[src/rtl/montgomery_multiplier_param.sv]
// Parametrised radix-2 bit-serial Montgomery multiplier: S = A*B*2^-WIDTH mod M.
// One iteration per cycle in RUN, one conditional subtraction in FIX, then a one-cycle done pulse.
module montgomery_multiplier_param #(
  parameter  int WIDTH = 16,
  localparam int CNT_W = $clog2(WIDTH + 1)
) (
  input  logic             clk,
  input  logic             reset,
  input  logic             go,
  input  logic [WIDTH-1:0] A,
  input  logic [WIDTH-1:0] B,
  input  logic [WIDTH-1:0] M,
  output logic             busy,
  output logic             done,
  output logic             err,
  output logic [WIDTH-1:0] S
);

  typedef enum logic [1:0] {IDLE, RUN, FIX, DONE} state_t;

  state_t           state_q, state_d;
  logic [WIDTH-1:0] a_q, a_d;
  logic [WIDTH-1:0] b_q, b_d;
  logic [WIDTH-1:0] m_q, m_d;
  logic [WIDTH-1:0] s_q, s_d;
  logic [WIDTH+1:0] p_q, p_d;
  logic [CNT_W-1:0] cnt_q, cnt_d;
  logic             err_q, err_d;

  logic [WIDTH+1:0] t_sum;
  logic [WIDTH+1:0] u_sum;
  logic [WIDTH-1:0] p_minus_m;
  logic             p_ge_m;

  // P < 2M and B < M keep t + M below 4M, so WIDTH+2 bits never overflow.
  always_comb begin
    t_sum     = p_q + (a_q[0] ? {2'b00, b_q} : '0);
    u_sum     = t_sum + (t_sum[0] ? {2'b00, m_q} : '0);
    p_ge_m    = (p_q >= {2'b00, m_q});
    p_minus_m = p_q[WIDTH-1:0] - m_q;
  end

  always_comb begin
    state_d = state_q;
    a_d     = a_q;
    b_d     = b_q;
    m_d     = m_q;
    s_d     = s_q;
    p_d     = p_q;
    cnt_d   = cnt_q;
    err_d   = err_q;
    case (state_q)
      IDLE: begin
        if (go) begin
          a_d   = A;
          b_d   = B;
          m_d   = M;
          p_d   = '0;
          cnt_d = '0;
          if (!M[0]) begin
            err_d   = 1'b1;
            s_d     = '0;
            state_d = DONE;
          end else begin
            err_d   = 1'b0;
            state_d = RUN;
          end
        end
      end
      RUN: begin
        // The multiplicand is consumed LSB first by shifting the latched copy.
        a_d   = a_q >> 1;
        p_d   = u_sum >> 1;
        cnt_d = cnt_q + CNT_W'(1);
        if (cnt_q == CNT_W'(WIDTH - 1)) begin
          state_d = FIX;
        end
      end
      FIX: begin
        s_d     = p_ge_m ? p_minus_m : p_q[WIDTH-1:0];
        state_d = DONE;
      end
      DONE: begin
        state_d = IDLE;
      end
      default: begin
        state_d = IDLE;
      end
    endcase
  end

  always_ff @(posedge clk) begin
    if (reset) begin
      state_q <= IDLE;
      a_q     <= '0;
      b_q     <= '0;
      m_q     <= '0;
      s_q     <= '0;
      p_q     <= '0;
      cnt_q   <= '0;
      err_q   <= 1'b0;
    end else begin
      state_q <= state_d;
      a_q     <= a_d;
      b_q     <= b_d;
      m_q     <= m_d;
      s_q     <= s_d;
      p_q     <= p_d;
      cnt_q   <= cnt_d;
      err_q   <= err_d;
    end
  end

  // An even-modulus rejection jumps straight to DONE and never shows busy.
  always_comb begin
    done = (state_q == DONE);
    err  = done && err_q;
    busy = (state_q == RUN) || (state_q == FIX) || ((state_q == DONE) && !err_q);
    S    = s_q;
  end

endmodule
[config.mk]
export PLATFORM = sky130hd
export DESIGN_NAME = montgomery_multiplier_param
export DESIGN_NICKNAME = d
export VERILOG_FILES = /design/src/rtl/montgomery_multiplier_param.sv
export SDC_FILE = /design/constraint.sdc
export NUM_CORES = 1
export LEC_CHECK = 0
export CAP_MARGIN = 0
export CORE_MARGIN = 2
export CORE_UTILIZATION = 30
export DETAILED_ROUTE_END_ITERATION = 8
export PLACE_DENSITY = 0.52
export SYNTH_ARGS = -nofsm -noshare
export SYNTH_HDL_FRONTEND = slang
export SYNTH_SLANG_ARGS = --single-unit
[constraint.sdc]
create_clock -name clk -period 5.07 [get_ports clk]
set_input_delay 1.014 -clock clk [delete_from_list [all_inputs] [get_ports clk]]
set_output_delay 1.014 -clock clk [all_outputs]
set_load 0.005 [all_outputs]
==> flow_summary.yaml, run 1 <==
status:
  outcome: "finished, final reports clean"
die:
  ioPinCount: 70
  dieArea_sq_um: 20800
  core_sq_um: 19400
  start_util_pct: 30.4
  die_h_microns: 144
  fp.dieW_microns: 144
  rows: 51
worst_setup_path:
  worst-path-buf-inv: 1
  crit_type: "reg2reg"
  crit_fanout: 17
  cp.required_ns: 5.31
  cpLargestDelayFamily: "compound AO/OA/AOI/OAI gates"
  slowest_stage: "dfxtp_1"
  cp.arrival_ns: 4.60
  cpPeakStageDelay_ns: 0.62
  end_kind: "flip-flop"
  path_cells: "and2_1 -> ha_1 -> inv_1 -> fa_1 -> nor2b_1 -> o2111ai_1 -> a31oi_2 -> nand3_1 -> a311oi_1 -> ha_1 -> a21oi_1 -> nand2_1 -> nor4_1 -> a21oi_1 -> a22oi_1 -> nand3b_1 -> o211ai_1 -> mux2_2"
  start_kind: "flip-flop"
timing:
  fin_hold_ws_ns: 0.452
  tightest_slew_ns: 1.07
  hold_violations: 0
  fin_skew_ns: 0.00870
  maxSlewHeadroom_pct: 28.4
  setup_tns_ns: 0
  rsz0062_at_grt: "false"
  finalCriticalPeriod_ns: 4.36
  slew_violations: 0
  fin_crit_sh_pct: 86.0
  setup_violations: 0
  max_freq_mhz: 229
placed_design:
  gp_congestion: 0.879
  hpwl_mm: 11.9
  numPortBuffers: 69
run:
  maxCapViolCount: 0
clocking:
  clock-root-buffer: "clkbuf_16"
  postCtsHoldBufs: 0
  cts_num_sinks: 89
  cts_resized: 0
  insertion_delay_ns: 0.35
  cts_tree: "yes"
  h-tree-depth: 3
  cts_max_path_buffers: 2
  clkTransAtPathRegs_ns: 0.07
  numCtsBuffers: 9
  post_cts_buffers: 0
min_path:
  hold_path_class: "reg2reg"
grt:
  grt_pass1_vias: 4798
  antenna_found_initial: 0
  grt.total_usage_pct: 15.3
  grt_pass1_wl_mm: 24.9
  grt.overflow.total: 0
  grt_max_degree: 45
route:
  drtIter0Drc: 280
  drtAntennaViolNets: 0
  vias: 5177
  firstDrtPassIters: 5
  drcViolationCount: 0
  totalWireLength_mm: 15.5
  viasPerCell: 4.82
  wl_per_cell_microns: 14.4
pwr:
  p_per_area_nw_per_um2: 393
  leakage_nw: 2.91
  peakVddDrop_mv: 0.239
final_layout:
  nFillCells: 2078
  drive_gt1_share_pct: 5.07
  n_antenna_cell: 0
  finalNetCount: 910
  area_growth_pct: 21.1
synthesis:
  synth-edff-count: 0
  syn-num-nets: 853
  synth_top_area_share_pct: 30.2
  ys_seq_area_share_pct: 30.2
  yosysWarningCount: 0
  synthFlopType: "dfxtp_1"
  ys_seq_elements: 89
  synth-async-reset-ratio_pct: 0
  synthDistinctLibCells: 61
  avgSynthCellArea_sq_um: 7.90
  synth_cells: 746
  synth_area_leaders: "dfxtp_1 30%, ha_1 11%, nand2_1 7.1%"
  synth.cell_area_sq_um: 5890
  yosysTopAreaCell: "dfxtp_1"
==> cell families (layout without fill, tap and decap cells) <==
logic type / after synthesis / in the layout / share of synthesized area, %
and+or+nand+nor: 272 / 272 / 21.2
AOI/OAI and AO/OA: 200 / 200 / 21.9
DFF: 89 / 89 / 30.2
buffers and inverters: 67 / 129 / 4.54
adders and majority gates: 56 / 56 / 12.3
xor gates and xnor gates: 31 / 31 / 4.61
muxes: 31 / 31 / 5.29
==> path summary, 6_finish.rpt <==
path                        from              endpoint  slack [ns]  cells past startpoint
max          a_q[0]$_SDFFE_PP0P_  p_q[16]$_SDFFE_PP0P_        0.71                     18
min          b_q[9]$_SDFFE_PP0P_   b_q[9]$_SDFFE_PP0P_        0.45                      2
max reg2reg  a_q[0]$_SDFFE_PP0P_  p_q[16]$_SDFFE_PP0P_        0.71                     18
min reg2reg  b_q[9]$_SDFFE_PP0P_   b_q[9]$_SDFFE_PP0P_        0.45                      2
==> tightest hold or removal path: cells and delay by family, from the launching register on <==
family / cells / cell delay [ns]
AOI/OAI and AO/OA: 1 / 0.05
DFF: 1 / 0.31
and+or+nand+nor: 1 / 0.05
==> routing by layer <==
layer / up-vias / track usage, % / share of wire (%)
met5: - / 0 / 0
li1: 2728 / - / -
met2: 112 / 23.0 / 41
met4: 0 / 3.53 / 1.1
met3: 11 / 2.85 / 4.4
met1: 2326 / 22.7 / 53
==> placed cells by master, fill, tap and decap left out, types with 9 or more instances in the layout <==
| cell type | netlist | layout |
|---|---|---|
| nand3_1 | 13 | 13 |
| nor2_1 | 69 | 69 |
| nand2_1 | 112 | 112 |
| clkbuf_16 | 0 | 9 |
| inv_1 | 37 | 37 |
| a211oi_1 | 19 | 19 |
| mux2i_1 | 30 | 30 |
| xor2_1 | 11 | 11 |
| a21oi_1 | 68 | 67 |
| a22oi_1 | 12 | 12 |
| xnor2_1 | 20 | 20 |
| dfxtp_1 | 89 | 89 |
| a21o_1 | 9 | 9 |
| and2_1 | 32 | 32 |
| o21ai_0 | 39 | 38 |
| clkdlybuf4s50_1 | 0 | 68 |
| ha_1 | 53 | 53 |
==> state kept, by name, indices dropped and copies added, names as in the netlist <==
name,count
state_q,2
cnt_q,5
p_q,17
a_q,16
m_q,16
err_q,1
S,16
b_q,16
==> power by group <==
group	internal, mW	switching, mW	total [mW]
Sequential	0.822	0.0946	0.916
Combinational	0.510	0.710	1.22
Clock	0.347	0.319	0.666
Total	1.68	1.12	2.80
==> final cells by class <==
| class | count | area (sq um) | share of cell area, % |
|---|---|---|---|
| timing repair buffer | 76 | 738 | 10.3 |
| clock inverter | 7 | 72.6 | 1.02 |
| clock buffer | 9 | 225 | 3.16 |
| inverter | 37 | 139 | 1.95 |
| tap | 265 | 332 | 4.65 |
| sequential | 89 | 1780 | 25.0 |
| multi-input combinational | 590 | 3850 | 53.9 |
==> Yosys cell counts, types with 11 or more instances <==
master      n
and2_1     32
nand3_1    13
xnor2_1    20
a22oi_1    12
ha_1       53
mux2i_1    30
inv_1      37
nor2_1     69
xor2_1     11
clkbuf_1   20
a211oi_1   19
o21ai_0    39
nand2_1   112
dfxtp_1    89
a21oi_1    68
==> stage by stage <==
step	utilization (%)	instances	setup slack [ns]	cell area, sq um	power (mW)
6_report	36.8	1073	0.708	7140	2.80
5_1_grt	36.8	1073	0.210	7140	3.03
4_1_cts	36.8	1073	0.643	7140	2.84
3_5_place_dp	35.3	1057	0.673	6840	2.16
3_3_place_gp	35.3	1057	0.763	6840	2.16
2_1_floorplan	-	746	1.13	5890	1.84
No activity file was read; power rests on OpenSTA's default activity.
==> run 2: changes to the inputs <==
--- a/config.mk
+++ b/config.mk
@@ -6,6 +6,7 @@
 export NUM_CORES = 1
 export LEC_CHECK = 0
 export CAP_MARGIN = 0
+export CORE_ASPECT_RATIO = 0.6
 export CORE_MARGIN = 2
 export CORE_UTILIZATION = 30
 export DETAILED_ROUTE_END_ITERATION = 8
==> run 2 against run 1 <==
Clock power barely moved. Combinational power hardly changed. Worst setup slack got worse by 0.18 ns. Non-clock buffer count increased by 2. Worst hold slack improved by 0.0070 ns. Clock skew up 0.0021 ns. Design area about the same. Core utilization grew 0.53 points. Final cell count is 0.28% higher. Sequential power grew 0.8%. First-iteration DRC count increased by 15%. Register-to-register slack got worse by 0.18 ns.
==> flow_summary.yaml, run 2 (same netlist as run 1, synthesis figures left out) <==
status:
  outcome: "finished, final reports clean"
route:
  wl_per_cell_microns: 15.6
  vias: 5346
  viasPerCell: 4.97
  drcViolationCount: 0
  drtIter0Drc: 322
  firstDrtPassIters: 5
  drtAntennaViolNets: 0
  totalWireLength_mm: 16.8
die:
  core_sq_um: 19100
  ioPinCount: 70
  rows: 39
  start_util_pct: 30.8
  die_h_microns: 113
  fp.dieW_microns: 185
  dieArea_sq_um: 20800
grt:
  grt-busiest-layer: "met1"
  grt.total_usage_pct: 16.5
  gr-usage-met1_pct: 27.6
  grt_util_met2_pct: 20.6
  antenna_found_initial: 0
  grt.overflow.total: 0
  grt_pass1_wl_mm: 26.8
  grt_pass1_vias: 4804
  met3_usage_pct: 3.11
  grt_max_degree: 76
final_layout:
  finalNetCount: 912
  nFillCells: 2054
  final_cell_mix: "112 x nand2_1, 89 x dfxtp_1, 69 x nor2_1, 68 x a21oi_1, 68 x clkdlybuf4s50_1"
  largest_reg_flops: 17
  final_common_cell: "nand2_1"
  n_antenna_cell: 0
  drive_gt1_share_pct: 5.19
  area_growth_pct: 21.1
  max_flop_register: "p_q"
  final_cells: 1076
  post-route-util_pct: 37.3
timing:
  rsz0062_at_grt: "false"
  fin_crit_sh_pct: 89.7
  setup_violations: 0
  maxSlewHeadroom_pct: 32.9
  tightest_slew_ns: 1.01
  fin_skew_ns: 0.0108
  max_freq_mhz: 220
  hold_violations: 0
  setup_tns_ns: 0
  finalCriticalPeriod_ns: 4.55
  slew_violations: 0
worst_setup_path:
  crit_type: "reg2reg"
  end_kind: "flip-flop"
  reg2reg_from: "a_q[0]$_SDFFE_PP0P_"
  cp.arrival_ns: 4.79
  cp.required_ns: 5.32
  crit_start: "a_q[0]$_SDFFE_PP0P_"
  start_kind: "flip-flop"
  crit_fanout: 17
min_path:
  hold_path_startpoint: "S[13]$_SDFFE_PP0P_"
  hold_path_class: "reg2reg"
pwr:
  p_per_area_nw_per_um2: 397
  leakage_nw: 2.92
  peakVddDrop_mv: 0.149
clocking:
  cts_tree: "yes"
  cts_num_sinks: 89
  post_cts_buffers: 0
  cts_max_path_buffers: 2
  clkTransAtPathRegs_ns: 0.07
  insertion_delay_ns: 0.36
  clock-root-buffer: "clkbuf_16"
  numCtsBuffers: 9
  postCtsHoldBufs: 0
  h-tree-depth: 3
  cts_resized: 0
run:
  maxCapViolCount: 0
placed_design:
  numPortBuffers: 69
  hpwl_mm: 13.0
  dp.cells: 1060
  gp_congestion: 0.859
run 2: worst paths after layout:
path,to,slack [ns],cells past startpoint
hold reg to reg,S[13]$_SDFFE_PP0P_,0.46,2
setup reg to reg,p_q[16]$_SDFFE_PP0P_,0.52,18
hold / removal,S[13]$_SDFFE_PP0P_,0.46,2
setup / recovery,p_q[16]$_SDFFE_PP0P_,0.52,18
run 2: through the flow:
| stage | cell area, sq um | power (mW) | setup slack (ns) | hold slack (ns) |
|---|---|---|---|---|
| final | 7140 | 2.84 | 0.524 | 0.459 |
| after global routing | 7140 | 3.05 | 0.0922 | 0.481 |
| after CTS | 7140 | 2.86 | 0.608 | 0.457 |
| after detailed placement | 6850 | 2.19 | 0.625 | 0.446 |
| after global placement | 6850 | 2.19 | 0.806 | 0.444 |
| after floorplan | 5890 | 1.84 | 1.13 | 0.432 |
run 2: layout make-up:
type,instances,area (sq um),area share [%]
clock buffers,9,225,3.16
clock inverters,7,61.3,0.859
inverters,37,139,1.95
multi-input cells,590,3840,53.9
flip-flops and latches,89,1780,25.0
well taps,266,333,4.66
repair buffers,78,753,10.6
run 2: critical path: stages, from the launching register on:
cell and delay (ns):
dfxtp_1 0.62, and2_1 0.21, ha_1 0.15, inv_1 0.05, fa_1 0.40, nor2b_1 0.17
o2111ai_1 0.17, a31oi_2 0.31, nand3_1 0.11, a311oi_1 0.29, ha_1 0.32, a21oi_1 0.29
nand2_1 0.09, nor4_1 0.19, a21oi_1 0.14, a22oi_1 0.33, nand3b_1 0.11, o211ai_1 0.11
mux2_2 0.35
run 2: power breakdown:
| part | switching, mW | internal (mW) | leakage (nW) | total [mW] |
|---|---|---|---|---|
| clock | 0.323 | 0.343 | 0.140 | 0.666 |
| sequential | 0.101 | 0.822 | 0.726 | 0.923 |
| combinational | 0.725 | 0.522 | 2.05 | 1.25 |
| total | 1.15 | 1.69 | 2.92 | 2.84 |
run 2: per-layer routing:
| layer | vias to the layer above | share of wire (%) |
|---|---|---|
| met5 | - | 0 |
| met4 | 0 | 1.0 |
| met3 | 16 | 5.7 |
| met2 | 149 | 35 |
| met1 | 2429 | 58 |
| li1 | 2752 | - |
==> run 3: changes to the inputs <==
--- a/config.mk
+++ b/config.mk
@@ -10,6 +10,7 @@
 export CORE_MARGIN = 2
 export CORE_UTILIZATION = 30
 export DETAILED_ROUTE_END_ITERATION = 8
+export GPL_TIMING_DRIVEN = 0
 export PLACE_DENSITY = 0.52
 export SYNTH_ARGS = -nofsm -noshare
 export SYNTH_HDL_FRONTEND = slang
==> run 3 against run 2 <==
Sequential share of layout area down 0.21 points. Count of clock-buffer cells in the layout up 1. Worst hold slack worse by 0.0079 ns. Critical path depth up 1. Highest routed layer unchanged. Power up 1.7%. Global-route usage up 1.1 points. Sequential power down 0.7%. Critical endpoint unchanged. Critical path type unchanged. Largest power group unchanged.
==> flow_summary.yaml, run 3 (same netlist as run 1, synthesis figures left out) <==
status:
  outcome: "finished, final reports clean"
grt:
  grt_pass1_vias: 5033
  grt.overflow.total: 0
  antenna_found_initial: 0
  grt.total_usage_pct: 17.6
  grt_pass1_wl_mm: 28.1
  grt_max_degree: 16
clocking:
  postCtsHoldBufs: 0
  insertion_delay_ns: 0.36
  cts_tree: "yes"
  cts_num_sinks: 89
  numCtsBuffers: 9
  clkTransAtPathRegs_ns: 0.07
  cts_max_path_buffers: 2
  h-tree-depth: 3
  clock-root-buffer: "clkbuf_16"
  cts_resized: 0
  post_cts_buffers: 0
final_layout:
  final_common_cell: "nand2_1"
  final_cell_mix: "112 x nand2_1, 88 x dfxtp_1, 69 x nor2_1, 69 x clkdlybuf4s50_1, 68 x a21oi_1"
  area_growth_pct: 22.2
  n_antenna_cell: 0
  finalNetCount: 933
  final_cells: 1096
  drive_gt1_share_pct: 4.34
  max_flop_register: "p_q"
  nFillCells: 2065
  largest_reg_flops: 17
  post-route-util_pct: 37.7
die:
  rows: 39
  dieArea_sq_um: 20800
  ioPinCount: 70
  die_h_microns: 113
  fp.dieW_microns: 185
  start_util_pct: 30.8
  core_sq_um: 19100
run:
  maxCapViolCount: 0
route:
  drcViolationCount: 0
  firstDrtPassIters: 4
  drtIter0Drc: 336
  drtAntennaViolNets: 0
  viasPerCell: 4.87
  totalWireLength_mm: 17.6
  vias: 5336
  wl_per_cell_microns: 16.0
timing:
  timing.final.ws_setup_ns: 0.444
  hold_violations: 0
  maxSlewHeadroom_pct: 50.3
  fin_skew_ns: 0.0117
  setup_tns_ns: 0
  tightest_slew_ns: 0.740
  fin_crit_sh_pct: 91.2
  setup_violations: 0
  finalCriticalPeriod_ns: 4.63
  rsz0062_at_grt: "false"
  slew_violations: 0
  max_freq_mhz: 216
worst_setup_path:
  cp.required_ns: 5.32
  path_cells: "buf_2 -> and2_1 -> ha_1 -> inv_1 -> fa_1 -> nor2b_1 -> o2111ai_1 -> a31oi_4 -> nand3_1 -> a311oi_1 -> ha_1 -> a21oi_1 -> nand2_1 -> nor4_1 -> a21oi_1 -> a22oi_2 -> nand3b_1 -> o211ai_1 -> mux2_2"
  cpPeakStageDelay_ns: 0.42
  crit_fanout: 10
  slowest_stage: "dfxtp_2"
  end_kind: "flip-flop"
  cp.arrival_ns: 4.87
  start_kind: "flip-flop"
  crit_type: "reg2reg"
pwr:
  leakage_nw: 2.91
  p_per_area_nw_per_um2: 400
  peakVddDrop_mv: 0.168
placed_design:
  dp.cells: 1081
  gp_congestion: 0.875
  dp_slack_ns: 0.0383
  numPortBuffers: 69
  hpwl_mm: 14.0
min_path:
  hold_path_class: "reg2reg"
==> run 3: path summary, 6_finish.rpt <==
path	start	endpoint	slack, ns	depth (start not counted)
worst max-delay path	a_q[0]$_SDFFE_PP0P_	p_q[16]$_SDFFE_PP0P_	0.44	19
worst min-delay path	b_q[6]$_SDFFE_PP0P_	b_q[6]$_SDFFE_PP0P_	0.45	2
worst max register to register	a_q[0]$_SDFFE_PP0P_	p_q[16]$_SDFFE_PP0P_	0.44	19
worst min register to register	b_q[6]$_SDFFE_PP0P_	b_q[6]$_SDFFE_PP0P_	0.45	2
==> run 3: critical path, delay by kind of cell, from the launching register on <==
| kind | cells | cell delay [ns] |
|---|---|---|
| compound gates | 7 | 1.70 |
| fa+ha+maj | 3 | 0.89 |
| buf+inv | 2 | 0.32 |
| flops | 1 | 0.42 |
| mux | 1 | 0.36 |
| simple gates | 6 | 0.81 |
==> run 3: per-stage QoR <==
step           hold slack [ns]  instance area (sq um)  power [mW]
6_report                 0.451                   7200        2.88
4_1_cts                  0.453                   7190        2.89
3_5_place_dp             0.444                   6920        2.24
2_1_floorplan            0.432                   5890        1.84
5_1_grt                  0.467                   7200        3.10
3_3_place_gp             0.440                   6920        2.24
==> run 3: area by class of cell <==
type | count | area (sq um) | share of cell area, %
Multi-Input combinational cell | 590 | 3860 | 53.6
Sequential cell | 89 | 1780 | 24.8
Timing Repair Buffer | 69 | 691 | 9.59
Tap cell | 266 | 333 | 4.62
Clock buffer | 10 | 229 | 3.18
Inverter | 37 | 139 | 1.93
Buffer | 30 | 130 | 1.81
Clock inverter | 5 | 40.0 | 0.556
==> run 3: power breakdown <==
group / leakage (nW) / switching (mW) / internal, mW
sequential: 0.726 / 0.0943 / 0.823
combinational: 2.06 / 0.787 / 0.541
clock: 0.122 / 0.306 / 0.333
total: 2.91 / 1.19 / 1.70
==> run 3: layer usage <==
layer	global-route usage [%]	up-vias	wire, microns
met5	0	-	0
li1	-	2788	-
met2	22.3	124	6110
met4	3.33	0	131
met1	28.4	2413	10200
met3	5.00	11	1100
